$ cat src/rtl/pingpong_buf_pkg.sv
// ============================================================================
// pingpong_buf_pkg
// Occupancy encodings and state type shared by the ping-pong buffer files.
// Revision: 1.0
// ============================================================================
`default_nettype none

package pingpong_buf_pkg;

  localparam int CNT_W = 2;

  localparam logic [CNT_W-1:0] CNT_EMPTY = 2'd0;
  localparam logic [CNT_W-1:0] CNT_ONE   = 2'd1;
  localparam logic [CNT_W-1:0] CNT_FULL  = 2'd2;

  // The occupancy count doubles as the controller state, so the state
  // encoding is exactly the count value presented on the count port.
  typedef enum logic [CNT_W-1:0] {
    ST_EMPTY = CNT_EMPTY,
    ST_ONE   = CNT_ONE,
    ST_FULL  = CNT_FULL
  } cnt_state_e;

endpackage

`default_nettype wire

$ cat src/rtl/regn_en.sv
// ============================================================================
// regn_en
// M-bit register with load enable and asynchronous active-high reset.
// Revision: 1.0
// ============================================================================
`default_nettype none

module regn_en #(
  parameter int M = 16
) (
  input  logic         clk,
  input  logic         rst,
  input  logic         i_en,
  input  logic [M-1:0] i_d,
  output logic [M-1:0] o_q
);

  logic [M-1:0] r_q;

  always_ff @(posedge clk or posedge rst) begin
    if (rst) begin
      r_q <= '0;
    end else if (i_en) begin
      r_q <= i_d;
    end
  end

  assign o_q = r_q;

endmodule

`default_nettype wire

$ cat src/rtl/pingpong_buf.sv
// ============================================================================
// pingpong_buf
// Two-entry ping-pong buffer feeding both banks and a read select to muxnx2.
// Revision: 1.0
// ============================================================================
`default_nettype none

module pingpong_buf
  import pingpong_buf_pkg::*;
#(
  parameter int M = 16
) (
  input  logic             pingpong_buf_port_clk,
  input  logic             pingpong_buf_port_rst,
  input  logic [M-1:0]     pingpong_buf_port_in_data,
  input  logic             pingpong_buf_port_in_valid,
  output logic             pingpong_buf_port_in_ready,
  output logic [M-1:0]     pingpong_buf_port_I0,
  output logic [M-1:0]     pingpong_buf_port_I1,
  output logic             pingpong_buf_port_sel,
  output logic             pingpong_buf_port_out_valid,
  input  logic             pingpong_buf_port_out_ready,
  output logic [CNT_W-1:0] pingpong_buf_port_count
);

  logic clk;
  logic rst;

  cnt_state_e r_state;
  cnt_state_e w_state_nxt;
  logic       r_wp;
  logic       r_rp;
  logic       w_in_ready;
  logic       w_out_valid;
  logic       w_push;
  logic       w_pop;
  logic [M-1:0] w_bank0;
  logic [M-1:0] w_bank1;

  assign clk = pingpong_buf_port_clk;
  assign rst = pingpong_buf_port_rst;

  // Handshake qualifiers come straight from the state register, which keeps
  // every output free of combinational paths from the inputs.
  assign w_in_ready  = (r_state != ST_FULL);
  assign w_out_valid = (r_state != ST_EMPTY);
  assign w_push      = pingpong_buf_port_in_valid  & w_in_ready;
  assign w_pop       = pingpong_buf_port_out_ready & w_out_valid;

  always_ff @(posedge clk or posedge rst) begin
    if (rst) begin
      r_state <= ST_EMPTY;
      r_wp    <= 1'b0;
      r_rp    <= 1'b0;
    end else begin
      r_state <= w_state_nxt;
      if (w_push) begin
        r_wp <= ~r_wp;
      end
      if (w_pop) begin
        r_rp <= ~r_rp;
      end
    end
  end

  always_comb begin
    w_state_nxt = r_state;
    case (r_state)
      ST_EMPTY: begin
        if (w_push) begin
          w_state_nxt = ST_ONE;
        end
      end
      ST_ONE: begin
        if (w_push && !w_pop) begin
          w_state_nxt = ST_FULL;
        end else if (w_pop && !w_push) begin
          w_state_nxt = ST_EMPTY;
        end
      end
      ST_FULL: begin
        if (w_pop) begin
          w_state_nxt = ST_ONE;
        end
      end
      default: begin
        w_state_nxt = ST_EMPTY;
      end
    endcase
  end

  regn_en #(.M(M)) u_bank0 (
    .clk  (clk),
    .rst  (rst),
    .i_en (w_push & ~r_wp),
    .i_d  (pingpong_buf_port_in_data),
    .o_q  (w_bank0)
  );

  regn_en #(.M(M)) u_bank1 (
    .clk  (clk),
    .rst  (rst),
    .i_en (w_push & r_wp),
    .i_d  (pingpong_buf_port_in_data),
    .o_q  (w_bank1)
  );

  assign pingpong_buf_port_I0        = w_bank0;
  assign pingpong_buf_port_I1        = w_bank1;
  assign pingpong_buf_port_sel       = r_rp;
  assign pingpong_buf_port_in_ready  = w_in_ready;
  assign pingpong_buf_port_out_valid = w_out_valid;
  assign pingpong_buf_port_count     = r_state;

endmodule

`default_nettype wire
$ cat config.mk
export PLATFORM = sky130hd
export DESIGN_NAME = pingpong_buf
export DESIGN_NICKNAME = d
export VERILOG_FILES = /design/src/rtl/pingpong_buf_pkg.sv /design/src/rtl/regn_en.sv /design/src/rtl/pingpong_buf.sv
export SDC_FILE = /design/constraint.sdc
export NUM_CORES = 1
export LEC_CHECK = 0
export ABC_AREA = 1
export BUFFER_PORTS_ARGS = -buffer_cell sky130_fd_sc_hd__buf_4
export CAP_MARGIN = 10
export CORE_MARGIN = 4
export CORE_UTILIZATION = 45
export CTS_BUF_LIST = sky130_fd_sc_hd__clkbuf_4
export DETAILED_ROUTE_END_ITERATION = 10
export PLACE_DENSITY = 0.85
export SLEW_MARGIN = 0
export SYNTH_ARGS = -nofsm -noshare
export SYNTH_HDL_FRONTEND = slang
export SYNTH_HIERARCHICAL = 1
export SYNTH_SLANG_ARGS = --single-unit
$ cat constraint.sdc
create_clock -name pingpong_buf_port_clk -period 1.3 [get_ports pingpong_buf_port_clk]
set_clock_uncertainty 0.2 [all_clocks]
set_input_delay 0.065 -clock pingpong_buf_port_clk [delete_from_list [all_inputs] [get_ports pingpong_buf_port_clk]]
set_output_delay 0.065 -clock pingpong_buf_port_clk [all_outputs]
set_load 0.01 [all_outputs]
==> flow_metrics.tcl, run 1 <==
set metrics [dict create \
    status "finished, violations left" \
    violations "negative setup slack" \
    place_hpwl_um 2714 \
    path_cells "nand2_4 > nand2_4 > nor2_4 > buf_12 > inv_12 > nand2_1 > nand2_2" \
    clk_pin_slew_ns 0.10 \
    crit_path_frequent_cell "nand2_4" \
    fin_hold_ws_ns 0.04394 \
    placementRows 20 \
    drtPass1Iterations 4 \
    slew_violations 0 \
    avgSynthCellArea_sq_um 9.098 \
    finalWorstSetupSlack_ns -0.1181 \
    diodes 0 \
    rsz0062_at_grt "yes" \
    hold_viol 0 \
    synth-simple-area-share_pct 30.32 \
    synth_xor_area_share_pct 0.5800 \
    fin_setup_tns_ns -1.937 \
    drc 0 \
    clock_path_buffers 2 \
    hold_class "input port to asynchronous set/reset pin" \
    grt_usage_pct 25.20 \
    die_height_um 65.93 \
    ioPinCount 57 \
    clock_latency_ns 0.33 \
    drt_iter0_markers 121 \
    grt_pass1_wl_um 7907 \
    htreeDepth 2 \
    crit_path_end_kind "flip-flop" \
    grt_pass1_vias 1599 \
    cap_viol_max_count 0 \
    start_util_pct 48.28 \
    numCtsBuffers 5 \
    syn_inst 166 \
    overflow 0 \
    criticalPathCategory "flip-flop to flip-flop" \
    fin_cells 305 \
    fin_crit_sh_pct 109.1 \
    cts-root-buf "clkbuf_4" \
    yosysWarnings 6 \
    fin_nets 280 \
    dieArea_sq_mm 0.004347 \
    wl_per_cell_um 17.45 \
    worst-path-max-fanout 8 \
    portBuffers 56 \
    cts_sinks 36 \
    finalSetupViolations 34 \
    tightest_slew_ns 0.6339 \
    drt_wl_total_um 5321 \
    powerDensity_mw_per_mm2 2342 \
    fin_crit_ns 1.418 \
    synth_compound_area_share_pct 0.6628 \
    slew_headroom_pct 57.69 \
    p_leak_nw 1.383 \
    synth_mux_area_share_pct 0 \
    vias_per_cell 5.007 \
    max_clock_freq_ghz 0.7052 \
    grt_antenna_before_repair 0 \
    netlist_area_sq_mm 0.001510 \
    postRouteAntennaNets 0 \
    place.gp.congestion 0.7707 \
    slowest_delay_ns 0.42 \
    start_kind "flip-flop" \
    dp.cells 267 \
    crit_arrival_ns 1.46 \
    ys_ff_latch 36 \
    coreArea_sq_mm 0.003128 \
    vias 1527 \
    required_ns 1.34 \
    cp_slowest_cell "dfrtp_1" \
    synth_fa_ha_area_share_pct 0 \
    layout-drive-gt1-share_pct 55.17 \
    grt_max_degree 17 \
    synth_fp_nets 186 \
    area_growth_syn_to_layout_pct 70.59 \
    cts_tree "done" \
    fin_util_pct 82.36 \
    die_w_um 65.93 \
    ir_drop_uv 1234 \
    yosysUniqueCellTypes 15 \
    yosysSeqAreaShare_pct 59.65 \
    synth_top_family_by_area "simple AND/OR/NAND/NOR gates" \
]
-- worst paths after layout --
path                                                  startpoint                     to  slack [ns]  cells past startpoint
min in group pingpong_buf_port_clk  pingpong_buf_port_in_data[6]         u_bank1/o_q[6]        0.27                      4
worst max register to register        pingpong_buf_port_count[1]        u_bank1/o_q[10]       -0.12                      7
max in group asynchronous                  pingpong_buf_port_rst                   r_wp        0.20                      4
worst min-delay path                       pingpong_buf_port_rst         u_bank1/o_q[0]        0.04                      3
worst max-delay path                  pingpong_buf_port_count[1]        u_bank1/o_q[10]       -0.12                      7
worst min register to register             pingpong_buf_port_sel  pingpong_buf_port_sel        0.28                      1
-- cell usage after synthesis --
cell / count / area [sq um]
a21oi_1: 1 / 5.000
and3_2: 1 / 7.510
buf_12: 2 / 40.04
buf_6: 4 / 45.04
dfrtp_1: 36 / 900.9
inv_1: 6 / 22.52
inv_2: 2 / 7.510
inv_6: 2 / 17.52
nand2_1: 92 / 345.3
nand2_2: 13 / 81.33
nand3_1: 2 / 10.01
nor2_1: 2 / 7.510
nor2_2: 1 / 6.260
o21ai_0: 1 / 5.000
xnor2_1: 1 / 8.760
-- through the flow --
step           setup WS [ns]  power, mW  cell area [sq um]
3_3_place_gp        -0.06371      4.348               1988
6_report             -0.1181      6.032               2576
3_5_place_dp        -0.09678      4.433               1988
4_1_cts             -0.07946      5.616               2480
2_1_floorplan        -0.1370      3.298               1533
5_1_grt              -0.2110      6.387               2576
-- area by class of cell --
class / instances / area [sq um]
sequential: 36 / 900.9
timing repair buffer: 92 / 835.8
multi-input combinational: 114 / 654.4
fill: 150 / 551.8
inverter: 10 / 57.56
tap: 44 / 55.05
clock buffer: 7 / 52.55
timing repair inverter: 1 / 16.27
clock inverter: 1 / 3.754
-- report_power, final --
| group | switching, mW | internal [mW] | leakage (nW) | total, mW |
|---|---|---|---|---|
| logic | 1.68 | 1.64 | 0.905 | 3.32 |
| registers | 0.448 | 1.65 | 0.444 | 2.10 |
| clock network | 0.361 | 0.250 | 0.0338 | 0.610 |
-- layer usage --
layer | GRT usage (%) | wire, um | vias to the layer above
li1 | - | - | 686
met1 | 27.93 | 2003 | 734
met2 | 44.68 | 2762 | 83
met3 | 6.293 | 319 | 24
met4 | 12.18 | 235 | 0
met5 | 0 | 0 | -
-- flip-flops by register name, indices dropped and copies added, names as in the netlist --
name,flops
r_wp,1
pingpong_buf_port_sel,1
u_bank0/o_q,16
pingpong_buf_port_count,2
u_bank1/o_q,16
-- cells by family after synthesis --
kind of cell    after synthesis
compound gates                2
xor+xnor                      1
flops                        36
simple gates                111
buf+inv                      16
-- timing repair --
item                       4_1_cts  5_1_grt
setup endpoints to repair       35       39
pin swaps                       14        6
hold buffers                    20        0
hold endpoints to repair        72        0
buffers inserted                 6        1
cloned                           2        1
gates resized for setup         42       27
-- worst max-delay path, delay by kind of cell (launching register included) --
kind | cells | cell delay [ns]
buffers and inverters | 2 | 0.23
DFF | 1 | 0.42
and+or+nand+nor | 5 | 0.47
-- layout by cell type, fill, tap and decap left out --
cell | netlist | routed
buf_4 | 0 | 58
nand2_1 | 92 | 49
nand2_2 | 13 | 45
dfrtp_1 | 36 | 36
dlygate4sd3_1 | 0 | 20
nand2_4 | 0 | 11
buf_6 | 4 | 10
clkbuf_4 | 0 | 7
inv_1 | 6 | 6
buf_12 | 2 | 3
nor2_4 | 0 | 2
nand3_1 | 2 | 2
inv_12 | 0 | 2
inv_2 | 2 | 1
inv_4 | 0 | 1
xnor2_1 | 1 | 1
a21oi_1 | 1 | 1
nor2_2 | 1 | 1
o21ai_0 | 1 | 1
and3_2 | 1 | 1
clkinv_1 | 0 | 1
buf_16 | 0 | 1
inv_6 | 2 | 1
Note: power is estimated with default switching activity, not from simulation.
==> run 2: changes to the inputs <==
--- a/config.mk
+++ b/config.mk
@@ -10,7 +10,7 @@
 export CAP_MARGIN = 10
 export CORE_MARGIN = 4
 export CORE_UTILIZATION = 45
-export CTS_BUF_LIST = sky130_fd_sc_hd__clkbuf_4
+export CTS_BUF_LIST = sky130_fd_sc_hd__clkbuf_4 sky130_fd_sc_hd__clkbuf_8
 export DETAILED_ROUTE_END_ITERATION = 10
 export PLACE_DENSITY = 0.85
 export SLEW_MARGIN = 0
==> run 2 against run 1 <==
Against the previous run:
- the run still ends with negative setup slack left
- power rose by 4.5%
- critical path depth rose by 1
- sequential cell count did not move
- utilization rose by 1.5 points
- via count rose by 6.0%
- register-to-register slack got worse by 0.07 ns
- sequential share of layout area fell by 0.63 points
- critical endpoint unchanged
- largest cell class unchanged
- highest routed layer unchanged
==> flow_metrics.tcl, run 2 (synthesized netlist as in run 1, its figures left out) <==
set metrics [dict create \
    status "finished, violations left" \
    violations "negative setup slack" \
    place_hpwl_um 2714 \
    fillers 151 \
    fin_setup_tns_ns -4.452 \
    grt_max_degree 17 \
    vias_per_cell 5.274 \
    grt_antenna_before_repair 0 \
    hold_class "input port to asynchronous set/reset pin" \
    p_leak_nw 1.423 \
    powerDensity_mw_per_mm2 2401 \
    coreArea_sq_mm 0.003128 \
    start_kind "flip-flop" \
    dieArea_sq_mm 0.004347 \
    ioPinCount 57 \
    final_common_cell "buf_4" \
    start_util_pct 48.28 \
    design_area_sq_mm 0.002624 \
    drt_iter0_markers 122 \
    cts-root-buf "clkbuf_4" \
    layout-drive-gt1-share_pct 53.61 \
    required_ns 1.40 \
    dp.cells 267 \
    htreeDepth 2 \
    grt_pass1_vias 1556 \
    area_growth_syn_to_layout_pct 73.74 \
    wl_per_cell_um 19.66 \
    cp_slowest_cell "dfrtp_1" \
    placementRows 20 \
    cts_tree "done" \
    slew_violations 0 \
    cts_sinks 36 \
    fin_nets 282 \
    final_cell_mix "buf_4, nand2_1, nand2_2" \
    grt_usage_pct 24.65 \
    overflow 0 \
    hold_viol 0 \
    die_height_um 65.93 \
    power_mw 6.301 \
    numCtsBuffers 5 \
    tightest_slew_ns 0.6479 \
    drc 0 \
    crit_arrival_ns 1.58 \
    slew_headroom_pct 56.76 \
    fin_util_pct 83.88 \
    post_dp_cell_area_sq_mm 0.001988 \
    rsz0062_at_grt "yes" \
    finalSetupViolations 39 \
    fin_cells 307 \
    finalWorstSetupSlack_ns -0.1895 \
    vias 1619 \
    clk_pin_slew_ns 0.11 \
    crit_path_end_kind "flip-flop" \
    diodes 0 \
    postRouteAntennaNets 0 \
    drt_wl_total_um 6037 \
    path_cells "inv_2 > nand2_4 > nand2_4 > nor2_4 > buf_12 > buf_12 > nand2_2 > nand2_1" \
    portBuffers 56 \
    die_w_um 65.93 \
    clock_path_buffers 2 \
    fin_crit_ns 1.489 \
    worst-path-max-fanout 7 \
    max_clock_freq_ghz 0.6714 \
    cap_viol_max_count 0 \
    ir_drop_uv 1438 \
    criticalPathCategory "flip-flop to flip-flop" \
    drtPass1Iterations 4 \
    fin_crit_sh_pct 114.6 \
    grt_pass1_wl_um 7714 \
    clock_latency_ns 0.35 \
    place.gp.congestion 0.7707 \
    slowest_delay_ns 0.39 \
]
==> run 2: cell count changes in the layout (fill, tap and decap cells not counted), sizes merged <==
cell and delta:
clkbuf +1, clkinv -1, dlygate4sd3 +2
==> run 2: timing repair <==
item	CTS	global route
pin swaps	14	9
endpoints found under the hold margin	72	0
buffers inserted	6	2
setup endpoints to repair	35	39
hold buffers	22	0
cloned	2	1
resized for setup	41	28
==> run 2: where the power goes <==
group / leakage (nW) / switching [mW] / internal, mW
combinational: 0.940 / 1.77 / 1.68
sequential: 0.444 / 0.495 / 1.65
clock: 0.0394 / 0.398 / 0.309
==> run 2: final timing paths <==
path / start / depth (start not counted) / to / slack [ns]
max in group asynchronous: pingpong_buf_port_rst / 4 / u_bank1/o_q[0] / 0.18
min in group pingpong_buf_port_clk: pingpong_buf_port_in_data[3] / 4 / u_bank1/o_q[3] / 0.26
worst max-delay path: pingpong_buf_port_count[0] / 8 / u_bank1/o_q[10] / -0.19
worst max register to register: pingpong_buf_port_count[0] / 8 / u_bank1/o_q[10] / -0.19
worst min register to register: u_bank0/o_q[12] / 2 / u_bank0/o_q[12] / 0.30
worst min-delay path: pingpong_buf_port_rst / 4 / u_bank1/o_q[11] / 0.12
==> run 2: area by class of cell <==
cell class / count / area (sq um) / share of cell area, %
Sequential cell: 36 / 900.9 / 34.33
Tap cell: 44 / 55.05 / 2.098
Clock buffer: 8 / 66.31 / 2.527
Inverter: 10 / 57.56 / 2.194
Timing Repair Buffer: 94 / 863.3 / 32.90
Timing Repair inverter: 1 / 16.27 / 0.6199
Multi-Input combinational cell: 114 / 664.4 / 25.32
==> run 2: metal layers <==
metal  up-vias  wire length (um)  global-route usage, %
li1        692                 -                      -
met1       786              2174                  27.03
met2       111              3160                  42.55
met3        30               380                  7.313
met4         0               320                  13.20
met5         -                 0                      0
==> run 2: per-stage QoR <==
step | hold slack (ns) | worst slack (ns)
2_1_floorplan | -0.3689 | -0.1370
3_3_place_gp | -0.2244 | -0.06371
3_5_place_dp | -0.2241 | -0.09678
4_1_cts | 0.1214 | -0.08196
5_1_grt | 0.1395 | -0.2538
6_report | 0.1169 | -0.1895
==> run 2: worst max-delay path: cells and delay by family, from the launching register on <==
kind | cells | cell delay, ns
flip-flops | 1 | 0.39
AND/OR/NAND/NOR | 5 | 0.45
buffers and inverters | 3 | 0.39
==> run 3: changes to the inputs <==
--- a/config.mk
+++ b/config.mk
@@ -9,10 +9,12 @@
 export BUFFER_PORTS_ARGS = -buffer_cell sky130_fd_sc_hd__buf_4
 export CAP_MARGIN = 10
 export CORE_MARGIN = 4
-export CORE_UTILIZATION = 45
+export CORE_UTILIZATION = 50
 export CTS_BUF_LIST = sky130_fd_sc_hd__clkbuf_4 sky130_fd_sc_hd__clkbuf_8
 export DETAILED_ROUTE_END_ITERATION = 10
-export PLACE_DENSITY = 0.85
+export GPL_TIMING_DRIVEN = 0
+export PLACE_DENSITY = 0.89
+export SETUP_SLACK_MARGIN = 0.1
 export SLEW_MARGIN = 0
 export SYNTH_ARGS = -nofsm -noshare
 export SYNTH_HDL_FRONTEND = slang
==> constraint.sdc (replaced) <==
create_clock -name pingpong_buf_port_clk -period 1.5 [get_ports pingpong_buf_port_clk]
set_clock_uncertainty 0.2 [all_clocks]
set_input_delay 0.075 -clock pingpong_buf_port_clk [delete_from_list [all_inputs] [get_ports pingpong_buf_port_clk]]
set_output_delay 0.075 -clock pingpong_buf_port_clk [all_outputs]
set_load 0.01 [all_outputs]
==> run 3 against run 2 <==
Against the previous run:
- the run still ends with negative setup slack left
- global-route usage up 0.94 points
- first-iteration DRC count is 45% lower
- die area fell by 8.8%
- cell count down 4.2%
- count of clock-buffer cells in the layout decreased by 1
- combinational power is 16% lower
==> flow_metrics.tcl, run 3 (synthesized netlist as in run 1, its figures left out) <==
set metrics [dict create \
    fin_crit_sh_pct 103.7 \
    grt_usage_pct 25.59 \
    status "finished, violations left" \
    wl_per_cell_um 19.19 \
    slowest_delay_ns 0.41 \
    final_common_cell "buf_4" \
    violations "negative setup slack" \
    vias 1542 \
    cp_slowest_cell "dfrtp_1" \
    drt_iter0_markers 67 \
    slew_violations 0 \
    powerDensity_mw_per_mm2 2059 \
    overflow 0 \
    power_mw 5.281 \
    fillers 109 \
    drc 0 \
    ioPinCount 57 \
    slew_headroom_pct 57.04 \
    worst-path-max-fanout 5 \
    die_height_um 62.96 \
    hold_viol 0 \
    crit_path_end_kind "flip-flop" \
    endpoint "u_bank1/o_q[11]" \
    dieArea_sq_mm 0.003964 \
    ir_drop_uv 1513 \
    grt_pass1_wl_um 7638 \
    required_ns 1.53 \
    finalSetupViolations 16 \
    finalWorstSetupSlack_ns -0.05554 \
    criticalPathCategory "flip-flop to flip-flop" \
    fin_nets 283 \
    fin_setup_tns_ns -0.4398 \
    drtPass1Iterations 4 \
    r2r.worst_path.cells 9 \
    cts_tree "done" \
    crit_arrival_ns 1.58 \
    postRouteAntennaNets 0 \
    place.gp.congestion 0.7817 \
    r2r_end "u_bank1/o_q[11]" \
    final_cell_mix "buf_4, nand2_1, nand2_2" \
    fin_crit_ns 1.556 \
    p_leak_nw 1.412 \
    die_w_um 62.96 \
    cap_viol_max_count 0 \
    post_dp_cell_area_sq_mm 0.001992 \
    cts-root-buf "clkbuf_4" \
    grt_max_degree 17 \
    rr_startpoint "pingpong_buf_port_count[0]" \
    placementRows 19 \
    cts_sinks 36 \
    tightest_slew_ns 0.6436 \
    fin_hold_ws_ns 0.1861 \
    hold_class "input port to asynchronous set/reset pin" \
    coreArea_sq_mm 0.002829 \
    numCtsBuffers 5 \
    crit_path_frequent_cell "buf_6" \
    area_growth_syn_to_layout_pct 69.84 \
    max_clock_freq_ghz 0.6429 \
    design_area_sq_mm 0.002565 \
    clock_path_buffers 2 \
    layout-drive-gt1-share_pct 53.23 \
    rrSetupSlack_ns -0.06 \
    grt_pass1_vias 1611 \
    drt_wl_total_um 5643 \
    start_util_pct 53.38 \
    diodes 0 \
    place_hpwl_um 2676 \
    grt_antenna_before_repair 0 \
    start_kind "flip-flop" \
    clk_pin_slew_ns 0.11 \
    rsz0062_at_grt "yes" \
    htreeDepth 2 \
    path_cells "inv_2 > nand2_4 > nand2_4 > nor2_4 > buf_6 > buf_6 > buf_6 > nand2_2 > nand2_1" \
    portBuffers 56 \
    vias_per_cell 5.245 \
    fin_util_pct 90.67 \
    clock_latency_ns 0.34 \
    startpoint "pingpong_buf_port_count[0]" \
]
## run 3: routing by layer
layer	vias to the layer above	wire length, um	global-route usage, %
met5	-	0	0
met3	20	458	8.633
met4	0	189	7.713
li1	685	-	-
met2	97	2805	45.85
met1	740	2190	28.37
## run 3: worst min path at each step
stage | to | slack, ns | cells after the start
global placement | pingpong_buf_port_count[0] | -0.20 | 2
CTS | u_bank1/o_q[8] | 0.18 | 3
detailed placement | r_wp | -0.20 | 2
finish | u_bank1/o_q[8] | 0.19 | 3
global route | u_bank0/o_q[15] | 0.24 | 3
floorplan | pingpong_buf_port_count[0] | -0.36 | 1
## run 3: worst max-delay path: cells and delay by family, from the launching register on
| family | cells | cell delay (ns) |
|---|---|---|
| simple gates | 5 | 0.32 |
| buf+inv | 4 | 0.51 |
| flops | 1 | 0.41 |
## run 3: area by class of cell
cell class	instances	area, sq um	area share (%)
sequential	36	902.1	35.17
buffer	6	88.84	3.463
tap	31	38.79	1.512
clock buffer	7	65.06	2.537
timing repair buffer	90	793.3	30.93
multi-input combinational	114	624.3	24.34
inverter	10	52.55	2.049
## run 3: metrics by stage
| step | std cells | setup slack, ns |
|---|---|---|
| 2_1_floorplan | 166 | 0.06303 |
| 3_3_place_gp | 253 | 0.04261 |
| 3_5_place_dp | 253 | 0.009779 |
| 4_1_cts | 292 | 0.05032 |
| 5_1_grt | 294 | -0.09610 |
| 6_report | 294 | -0.05554 |
## run 3: what timing repair did
action | 4_1_cts | 5_1_grt
resized for setup | 21 | 33
hold buffers | 20 | 0
cloned | 2 | 1
hold endpoints to repair | 72 | 0
buffers inserted | 10 | 1
endpoints found under the setup margin | 23 | 35
pin swaps | 6 | 13
## run 3: where the power goes
part / internal, mW / switching [mW]
registers: 1.44 / 0.376
clock network: 0.266 / 0.308
logic: 1.43 / 1.47
total: 3.13 / 2.15
